===== config.mk =====
export PLATFORM = sky130hd
export DESIGN_NAME = decompress_ctrl
export DESIGN_NICKNAME = d
export VERILOG_FILES = /design/src/rtl/decompress_ctrl.sv
export SDC_FILE = /design/constraint.sdc
export NUM_CORES = 1
export LEC_CHECK = 0
export BUFFER_PORTS_ARGS = -buffer_cell sky130_fd_sc_hd__clkbuf_2
export CAP_MARGIN = 20
export CELL_PAD_IN_SITES_DETAIL_PLACEMENT = 0
export CELL_PAD_IN_SITES_GLOBAL_PLACEMENT = 1
export CORE_MARGIN = 2
export CORE_UTILIZATION = 30
export DETAILED_ROUTE_END_ITERATION = 12
export MAX_ROUTING_LAYER = met4
export PLACE_DENSITY_LB_ADDON = 0.15
export SETUP_SLACK_MARGIN = 0.4
export SYNTH_ARGS = -nofsm -noshare
export SYNTH_HDL_FRONTEND = slang
export SYNTH_SLANG_ARGS = --single-unit

===== constraint.sdc =====
create_clock -name clk -period 6.64 [get_ports clk]
set_input_delay 0.332 -clock clk [delete_from_list [all_inputs] [get_ports clk]]
set_output_delay 0.332 -clock clk [all_outputs]
set_load 0.01 [all_outputs]

===== src/rtl/decompress_ctrl.sv =====
// decompress_ctrl: expands an alternating run-length stream (zeros first)
// into LSB-first packed words, stops after a programmed bit count and
// pulses Done. Output word sits in a registered valid/ready holding stage.
module decompress_ctrl #(
   parameter int WORD_W = 16,
   parameter int LEN_W  = 16,
   parameter int TOT_W  = 20
) (
   input  logic              clk,
   input  logic              rst,
   input  logic              Start,
   input  logic [TOT_W-1:0]  TotalBits,
   input  logic [LEN_W-1:0]  RunIn,
   input  logic              RunValid,
   output logic              RunReady,
   output logic [WORD_W-1:0] DataOut,
   output logic              OutValid,
   input  logic              OutReady,
   output logic              Busy,
   output logic              Done,
   output logic              Error
);

   localparam int FW = $clog2(WORD_W + 1);

   typedef enum logic [2:0] {IDLE, FETCH, EXPAND, FLUSH, DONE} state_t;

   state_t            state, state_n;
   logic [TOT_W-1:0]  rem, rem_n;
   logic [LEN_W-1:0]  run, run_n;
   logic              digit, digit_n;
   logic [WORD_W-1:0] acc, acc_n, dout_n;
   logic [FW-1:0]     fill, fill_n;
   logic              ovalid_n, err_n;

   logic              out_free;
   logic [LEN_W:0]    space, n;
   logic [WORD_W-1:0] mask, packed_w;
   logic              word_full;

   assign RunReady = (state == FETCH);
   assign Busy     = (state != IDLE);
   assign Done     = (state == DONE);

   // State and datapath registers; reset abandons any transfer in flight.
   always_ff @(posedge clk or posedge rst) begin
      if (rst) begin
         state    <= IDLE;
         rem      <= '0;
         run      <= '0;
         digit    <= 1'b0;
         acc      <= '0;
         fill     <= '0;
         DataOut  <= '0;
         OutValid <= 1'b0;
         Error    <= 1'b0;
      end else begin
         state    <= state_n;
         rem      <= rem_n;
         run      <= run_n;
         digit    <= digit_n;
         acc      <= acc_n;
         fill     <= fill_n;
         DataOut  <= dout_n;
         OutValid <= ovalid_n;
         Error    <= err_n;
      end
   end

   // Next-state and datapath: one EXPAND cycle retires min(run, free slots) bits.
   always_comb begin
      state_n  = state;
      rem_n    = rem;
      run_n    = run;
      digit_n  = digit;
      acc_n    = acc;
      fill_n   = fill;
      dout_n   = DataOut;
      err_n    = Error;
      // Holding register drains on acceptance; a reload below overrides this.
      out_free = !OutValid || OutReady;
      ovalid_n = OutValid && !OutReady;

      // n is one bit wider than a run so the min never truncates.
      space = (LEN_W+1)'(WORD_W) - (LEN_W+1)'(fill);
      n     = ({1'b0, run} < space) ? {1'b0, run} : space;
      mask  = '0;
      for (int i = 0; i < WORD_W; i++)
         mask[i] = (i >= int'(fill)) && (i < int'(fill) + int'(n));
      // Acc bits above Fill are always zero, so only ones need writing.
      packed_w  = digit ? (acc | mask) : acc;
      word_full = (n == space);

      case (state)
         IDLE: begin
            if (Start) begin
               rem_n   = TotalBits;
               digit_n = 1'b0;
               fill_n  = '0;
               acc_n   = '0;
               err_n   = 1'b0;
               // An empty transfer passes through FLUSH, which finds nothing to emit.
               state_n = (TotalBits == '0) ? FLUSH : FETCH;
            end
         end
         FETCH: begin
            if (RunValid) begin
               if (RunIn == '0) begin
                  digit_n = ~digit;
               end else begin
                  if (TOT_W'(RunIn) > rem) begin
                     err_n = 1'b1;
                     run_n = LEN_W'(rem);
                  end else begin
                     run_n = RunIn;
                  end
                  state_n = EXPAND;
               end
            end
         end
         EXPAND: begin
            // A finished word with nowhere to go freezes everything.
            if (!word_full || out_free) begin
               run_n = run - LEN_W'(n);
               rem_n = rem - TOT_W'(n);
               if (word_full) begin
                  dout_n   = packed_w;
                  ovalid_n = 1'b1;
                  acc_n    = '0;
                  fill_n   = '0;
               end else begin
                  acc_n  = packed_w;
                  fill_n = fill + FW'(n);
               end
               if (rem_n == '0) begin
                  state_n = FLUSH;
               end else if (run_n == '0) begin
                  digit_n = ~digit;
                  state_n = FETCH;
               end
            end
         end
         FLUSH: begin
            if (fill != '0) begin
               if (out_free) begin
                  dout_n   = acc;
                  ovalid_n = 1'b1;
                  acc_n    = '0;
                  fill_n   = '0;
               end
            end else if (out_free) begin
               state_n = DONE;
            end
         end
         DONE: state_n = IDLE;
         default: state_n = IDLE;
      endcase
   end

endmodule


* Word level (Yosys, flattened, before mapping)
Index checks and enable logic that the tools add are counted.
** Word-level totals
- Input port bits :: 41
- Flip-flop bits (word level) :: 79
- Output and inout port bits :: 21
- Word-level logic and storage cells :: 163
** Operators by class
- Add/subtract/negate cells :: 5
- Equality and inequality tests :: 18
- Mux-type cells :: 53
- $lt $le $gt $ge :: 34
- Bitwise operators :: 2
- Reductions and logical operators :: 42
** Operators with widths (count)
- 5-bit by 32-bit < comparator with 1-bit output (first input constant) :: 7
- 16-bit two-way mux :: 14
- 4-bit by 32-bit < comparator with 1-bit output (first input constant) :: 4
- 3-bit by 32-bit < comparator with 1-bit output (first input constant) :: 2
- 16-bit one-hot mux with 2 select lines :: 2
- 16-bit one-hot mux with 3 select lines :: 1
- 4-bit by 5-bit >= comparator with 1-bit output (first input constant) :: 8
- 20-bit zero test :: 2
- 20-bit two-way mux :: 2
- 20-bit one-hot mux with 2 select lines :: 1
- 16-bit zero test :: 2
- 1-bit by 32-bit < comparator with 1-bit output (first input constant) :: 1
- 2-bit by 32-bit < comparator with 1-bit output (first input constant) :: 1
- 5-bit two-way mux :: 5
- 3-bit two-way mux :: 8
- 3-bit by 5-bit >= comparator with 1-bit output (first input constant) :: 4
- 16-bit by 20-bit > comparator with 1-bit output :: 1
- 2-bit != test (second input constant) :: 10
- 20-bit by 17-bit subtractor with 20-bit output :: 1
- 5-bit by 17-bit adder with 18-bit output :: 1
- 4-bit by 18-bit < comparator with 1-bit output (first input constant) :: 1
- 17-bit equality test :: 1
- 1-bit logical AND :: 17
- 16-bit by 17-bit < comparator with 1-bit output :: 1
- 29 further kinds :: 57

* Depth between registers and ports, before layout
Gate-level depths: netlist of run 1.
- Word-level depth :: 11
- Gate-level depth with buffers :: 25
- Depth with buffers taken out :: 24

* Worst setup path before layout of run 1
Ideal clock, no wire load.
- Path type :: register to register
- From :: register fill[1]
- To :: register digit
- Buffers on the path :: 3
- Slack :: 1.323 ns
- Required time :: 6.571 ns
- Arrival :: 5.248 ns
- Period minus slack after synthesis :: 5.317 ns
- Setup time :: 0.069 ns
- Cell stages (with the launch flop) :: 22
- Cell sequence :: dfrtp_1 buf_6 o41a_1 inv_2 ha_1 a211o_1 o211ai_1 a21oi_1 a2111oi_4 a21o_1 buf_4 clkbuf_1 nand2_1 ha_1 a2111oi_2 a21oi_1 xor2_1 or4_1 nor4_1 nand4_1 or3_1 nand3_1
** Between the ends
- Cells in the longest elaborated chain, start to end :: 8
- Elaborated cells on any way between the ends :: 14
- Classes of those cells :: add/sub: 3; order compare: 1; eq/ne: 4; mux: 1; reduce/logical: 5
** Ends and longest elaborated chain
- start: declaration :: RTL line 33 : logic [FW-1:0] fill, fill_n;
- start signal: assignment :: RTL line 63 : fill <= fill_n;
- 5-bit by 5-bit subtractor with 6-bit output * :: RTL line 85 : space = (LEN_W+1)'(WORD_W) - (LEN_W+1)'(fill);
- parallel branches: the longest is 6 deep, another holds 20-bit by 17-bit subtractor with 20-bit output
- 7-bit AND reduction (no line) *
- end signal: assignment :: RTL line 61 : digit <= digit_n;
- end: declaration :: RTL line 31 : logic digit, digit_n;
Every way passes the cells marked *.
A chain may end at the register's enable or synchronous reset.

* Worst setup path after layout of run 1
- From :: register fill[0]
- To :: register digit
The elaborated chain is that of the path after synthesis.

==> results of run 1 <==
worst paths after layout:
| path | startpoint | endpoint | slack [ns] | cells after the start |
|---|---|---|---|---|
| setup / recovery | fill[0] | digit | 0.79 | 20 |
| hold / removal | rst | run[12] | -0.01 | 2 |
| setup reg to reg | fill[0] | digit | 0.79 | 20 |
| hold reg to reg | acc[7] | acc[7] | 0.48 | 2 |
| max in group asynchronous | rst | fill[1] | 5.50 | 3 |
| min in group clk | Start | Error | 0.19 | 2 |
cell usage after synthesis, types with 4 or more instances:
| master | count | share of area |
|---|---|---|
| a21o_1 | 30 | 0.030 |
| a22o_1 | 11 | 0.013 |
| nand2_1 | 88 | 0.044 |
| a31oi_1 | 11 | 0.0092 |
| and3_1 | 14 | 0.012 |
| mux2i_1 | 32 | 0.043 |
| nor2b_1 | 8 | 0.0067 |
| dfrtp_1 | 79 | 0.26 |
| o21ai_0 | 57 | 0.038 |
| buf_2 | 9 | 0.0060 |
| nand4_1 | 12 | 0.010 |
| nor3_1 | 23 | 0.015 |
| or4_1 | 4 | 0.0040 |
| nor2_1 | 87 | 0.044 |
| and2_1 | 7 | 0.0059 |
| or3_1 | 11 | 0.0092 |
| a211oi_1 | 28 | 0.028 |
| o21a_1 | 12 | 0.012 |
| o2111ai_1 | 4 | 0.0047 |
| nor4_1 | 17 | 0.014 |
| clkbuf_1 | 24 | 0.012 |
| o31ai_1 | 10 | 0.010 |
| ha_1 | 70 | 0.12 |
| xnor2_1 | 23 | 0.027 |
| o211ai_1 | 10 | 0.010 |
| nand3b_1 | 5 | 0.0050 |
| o21ai_1 | 8 | 0.0054 |
| nand3_1 | 21 | 0.014 |
| a21oi_1 | 52 | 0.035 |
| nand2b_1 | 13 | 0.011 |
| xor2_1 | 11 | 0.013 |
| inv_1 | 40 | 0.020 |
layout make-up:
| cell class | instances | area, um^2 | area share |
|---|---|---|---|
| Multi-Input combinational cell | 752 | 5180 | 0.611 |
| Sequential cell | 79 | 1980 | 0.233 |
| Timing Repair Buffer | 79 | 440 | 0.0520 |
| Tap cell | 324 | 405 | 0.0478 |
| Clock buffer | 9 | 225 | 0.0266 |
| Inverter | 42 | 159 | 0.0188 |
| Clock inverter | 7 | 83.8 | 0.00989 |
registers in the layout, indices dropped and copies added, names as in the netlist:
name,cells
rem,20
DataOut,16
acc,16
run,16
fill,5
state,3
Error,1
OutValid,1
digit,1
stage by stage:
step	std cells	hold WS [ns]	area (um^2)	setup WS, ns
2_1_floorplan	910	0.418	7470	1.32
3_3_place_gp	1275	0.385	8140	0.483
3_5_place_dp	1275	0.381	8140	0.483
4_1_cts	1291	0.0104	8450	0.466
5_1_grt	1292	0.0270	8470	0.431
6_report	1292	-0.0119	8470	0.786
routing by layer:
metal | track usage | vias to the layer above
met3 | 0.0227 | 15
li1 | - | 3496
met1 | 0.273 | 3381
met4 | 0.0350 | 0
met2 | 0.325 | 122
met5 | - | -
repair_timing:
action	in CTS	in global routing
resized for setup	0	5
endpoints found under the setup margin	0	11
setup buffers	0	1
logic make-up (layout without fill, tap and decap cells):
kind of cell | after synthesis | after routing | synth area share
multiplexers | 33 | 33 | 0.0444
adder cells (fa/ha/maj) | 73 | 73 | 0.125
AO/OA/AOI/OAI | 282 | 282 | 0.261
buffers and inverters | 79 | 137 | 0.0442
AND/OR/NAND/NOR | 329 | 329 | 0.220
XOR/XNOR | 34 | 34 | 0.0399
flip-flops | 79 | 79 | 0.265
other | 1 | 1 | 0.000502
==> reports/results.txt, run 1 <==
Outcome -> complete, but fails checks
Failing checks -> hold timing
Synth Flop Type -> dfrtp_1
I/O Buffers -> 61
Tightest Pin Transition -> 1.03 ns
Async S/R FF share, synth -> 1.00
CTS tree -> done
Initial antenna violation count -> 0
Number of global-route vias before repair -> 6891
GP Congestion -> 0.859
Synth warn -> 0
Final Core Density -> 0.347
Num rows -> 57
H-tree Lvls -> 3
M1 WL -> 12300 um
RSZ-0062 raised after global routing -> false
Core area -> 24400 um^2
Startpoint types -> register
Maximum root-to-sink buffer count -> 2
Number of diodes -> 0
Worst Path Max Fanout -> 12
Root Buffer -> clkbuf_16
Tightest Hold Check Type -> input pin to asynchronous set/reset pin
Post-cts hold buffer count -> 0
Fin crit share -> 0.882
Commonest non-fill, non-tap cells in the layout -> nand2_1 (87), nor2_1 (87), dfrtp_1 (78), ha_1 (70), clkbuf_2 (61)
Final wirelength -> 24900 um
Slew HR -> 0.312
Router iterations before antenna repair -> 4
Post-synth EDFFs -> 0
Worst path bufs/invs -> 3
Vias per cell -> 5.43
DR top layer -> met4
Cell family with most CP delay -> compound AO/OA/AOI/OAI gates
DIE AREA -> 26200 um^2
Num CTS Buffers -> 9
Post-Syn Area -> 7470 um^2
Register bit total from synthesis -> 79
Hpwl dp -> 19600 um
CP Class -> register to register
Maxcap violations -> 0
Initial core utilization -> 0.306
Worst EP arrival -> 6.14 ns
Setup violators final -> 0
Syn_nets -> 1024
Filler cells -> 2643
Crit path cell chain -> o41a_1 > inv_2 > ha_1 > a211o_1 > o211ai_1 > a21oi_1 > a2111oi_4 > a21o_2 > buf_4 > nand2_1 > ha_1 > or4_1 > o22ai_1 > mux2i_1 > o2111ai_1 > nor4_1 > nand4_1 > buf_4 > or3_1 > nand3_1
Die X -> 162 um
CP max stage delay -> 0.55 ns
Clock Skew -> 0.0139 ns
Grt total ovfl -> 0
Hold Worst Slack -> -0.0119 ns
Sequential element share of the synthesized area -> 0.265
Syn Inst Count -> 910
Min cycle time layout -> 5.85 ns
Detailed-route via count -> 7014
Latest clock arrival within the worst-skew pair -> 0.35 ns
Max Fclk -> 0.171 GHz
Per-cell routed wire length -> 19.2 um
Global-route wire length before repair -> 39800 um
WL met2 -> 11500 um
Detailed Route Iter0 Violations -> 406
TritonCTS Sinks -> 79
DRC -> 0
Io pins -> 62
Fraction of layout cells with a size suffix above 1 -> 0.130
Antenna Nets Post-Route -> 0
Area added between synthesis and finish -> 13.5%
Netlist cell types -> 84
CP Capture Type -> register
WP data required -> 6.93 ns
Final layout net count -> 1077
Final slew viol count -> 0
Total Routing Usage GR -> 0.200
Largest net degree at the start of global routing -> 58
Slowest cell on the critical path -> o41a_1
Setup_tns -> 0 ns
Fin. Hold Viols -> 25
Clock-pin slew on the worst setup and hold paths -> 0.08 ns
Die Ht -> 162 um
Syn_area_per_cell -> 8.21 um^2
Met3 wire length -> 862 um
Power of run 1 is left out: the tool's default activity adds up to more than one toggle a clock period on the data nets, which glitch-free logic cannot reach.
==> run 2: changes to the inputs <==
- ABC_AREA: unset -> 1
==> reports/results.txt, run 2 <==
Global-route wire length before repair -> 42900 um
Post-synthesis xor/xnor area fraction -> 0.0392
Top-count cell post-synth -> nand2_1
Number of global-route vias before repair -> 7663
CP Class -> register to register
I/O Buffers -> 61
Synth Area in Compound Gates -> 0.177
Setup slack, reg-to-reg -> 1.07 ns
R2R depth -> 28
Core area -> 25800 um^2
Antenna Nets Post-Route -> 0
RSZ-0062 raised after global routing -> false
Area of the multi-input gates -> 5080 um^2
Top reg by flops -> rem
Netlist cell types -> 48
CP Capture Type -> register
Die X -> 165 um
Clock Skew -> 0.0166 ns
Final layout net count -> 1320
DRC -> 0
Root Buffer -> clkbuf_16
Num rows -> 59
Tightest Hold Check Type -> input pin to asynchronous set/reset pin
Synth Flop Type -> dfrtp_1
Largest family of logic cells by synthesized area -> simple AND/OR/NAND/NOR gates
DIE AREA -> 27400 um^2
Top-area cell type share of the netlist area -> 0.253
Post-cts hold buffer count -> 0
Io pins -> 62
Grt met3 use -> 0.0302
Reg2reg end -> state[0]
GRT met2 Usage -> 0.346
Largest register FFs -> 20
Leading area contributor after synthesis -> dfrtp_1
CP max stage delay -> 0.56 ns
Post-Syn Area -> 7820 um^2
Final wirelength -> 27000 um
Fin. Hold Viols -> 0
Register area -> 1980 um^2
Post-synth top cells -> nand2_1 (210), inv_1 (156), nor2_1 (140)
Vias per cell -> 5.08
Worst Path Max Fanout -> 16
Reg-to-reg startpoint -> fill[1]
Final slew viol count -> 0
Synth warn -> 0
Max Fclk -> 0.180 GHz
Fin crit share -> 0.838
Syn_area_per_cell -> 6.77 um^2
Final Core Density -> 0.342
Cell family with most CP delay -> simple AND/OR/NAND/NOR gates
GR Util met1 -> 0.267
Synth Area in Simple Gates -> 0.312
Per-cell routed wire length -> 17.4 um
Commonest non-fill, non-tap cells in the layout -> nand2_1 (210), inv_1 (155), nor2_1 (138), a21oi_1 (106), dfrtp_1 (79)
Maximum root-to-sink buffer count -> 2
Post-synthesis mux area share -> 0
TritonCTS Sinks -> 79
Detailed Route Iter0 Violations -> 462
Outcome -> finished clean
Syn Inst Count -> 1154
Worst path bufs/invs -> 2
Die Ht -> 165 um
Filler cells -> 2915
Fraction of layout cells with a size suffix above 1 -> 0.111
Setup violators final -> 0
H-tree Lvls -> 3
Most common cell after layout, fill and taps aside -> nand2_1
GP Congestion -> 0.921
Min cycle time layout -> 5.57 ns
Initial core utilization -> 0.303
Latest clock arrival within the worst-skew pair -> 0.36 ns
Grt total ovfl -> 0
CTS tree -> done
Async S/R FF share, synth -> 1.00
Hpwl dp -> 21600 um
Most used cell along the critical path -> nand2_1
Slowest cell on the critical path -> dfrtp_1
Router iterations before antenna repair -> 5
Setup_tns -> 0 ns
Synth Area in Adders -> 0.120
Clock-pin slew on the worst setup and hold paths -> 0.08 ns
Area added between synthesis and finish -> 13.0%
Grt peak-use layer -> met2
Tightest Pin Transition -> 0.988 ns
Slew HR -> 0.340
Worst EP arrival -> 5.82 ns
Startpoint types -> register
Initial antenna violation count -> 1
Total Routing Usage GR -> 0.211
Sequential element share of the synthesized area -> 0.253
Num CTS Buffers -> 9
WP data required -> 6.89 ns
Register bit total from synthesis -> 79
Syn_nets -> 1268
Detailed-route via count -> 7864
Maxcap violations -> 0
Post-synth EDFFs -> 0
Largest net degree at the start of global routing -> 54
Top cells by area, synth -> dfrtp_1 (25%), ha_1 (11%), nand2_1 (10%), inv_1 (7.5%), a21oi_1 (6.8%)
run 2: worst register-to-register path, delay by kind of cell (launching register included):
kind | cells | cell delay (ns)
AO/OA/AOI/OAI | 5 | 0.79
XOR/XNOR | 1 | 0.21
adder cells (fa/ha/maj) | 5 | 1.59
buffers and inverters | 2 | 0.26
flip-flops | 1 | 0.56
AND/OR/NAND/NOR | 15 | 2.08
run 2: cell type report:
cell class	instances	share of cell area
well taps	335	0.0474
multi-input cells	879	0.574
repair buffers	70	0.0450
flip-flops and latches	79	0.224
inverters	167	0.0711
clock buffers	9	0.0255
diodes	1	0.000283
clock inverters	7	0.0125
run 2: per-stage QoR:
stage,setup WS [ns],hold WS [ns],instances,cell area (um^2)
floorplan,2.01,0.421,1154,7820
global placement,0.981,0.406,1528,8460
detailed placement,0.919,0.408,1528,8460
CTS,0.886,0.0203,1544,8790
global route,0.419,0.0492,1547,8840
finish,1.07,0.0134,1547,8840
run 2: cell families (layout without fill, tap and decap cells):
logic type / Yosys count / count (layout)
simple gates: 524 / 524
buf+inv: 196 / 253
fa+ha+maj: 73 / 73
other cells: 1 / 2
compound gates: 246 / 246
flops: 79 / 79
xor+xnor: 35 / 35
run 2: what timing repair did:
item	CTS	global route
setup buffers	0	2
setup endpoints to repair	0	36
resized for setup	0	2
run 2: how the worst max path moves through the flow:
stage	startpoint	end	depth (start not counted)
CTS	fill[1]	DataOut[5]	30
global placement	fill[1]	state[1]	29
finish	fill[1]	state[0]	28
floorplan	fill[1]	acc[10]	32
global route	fill[1]	state[0]	30
detailed placement	fill[1]	DataOut[5]	30
run 2: routing by layer:
layer,wire length [um],share of wire,vias up
met1,12500,0.46,3654
met4,847,0.031,0
met2,12600,0.47,157
li1,-,-,4011
met3,979,0.036,42
met5,0,0,-
Power of run 2 is left out for the same reason.
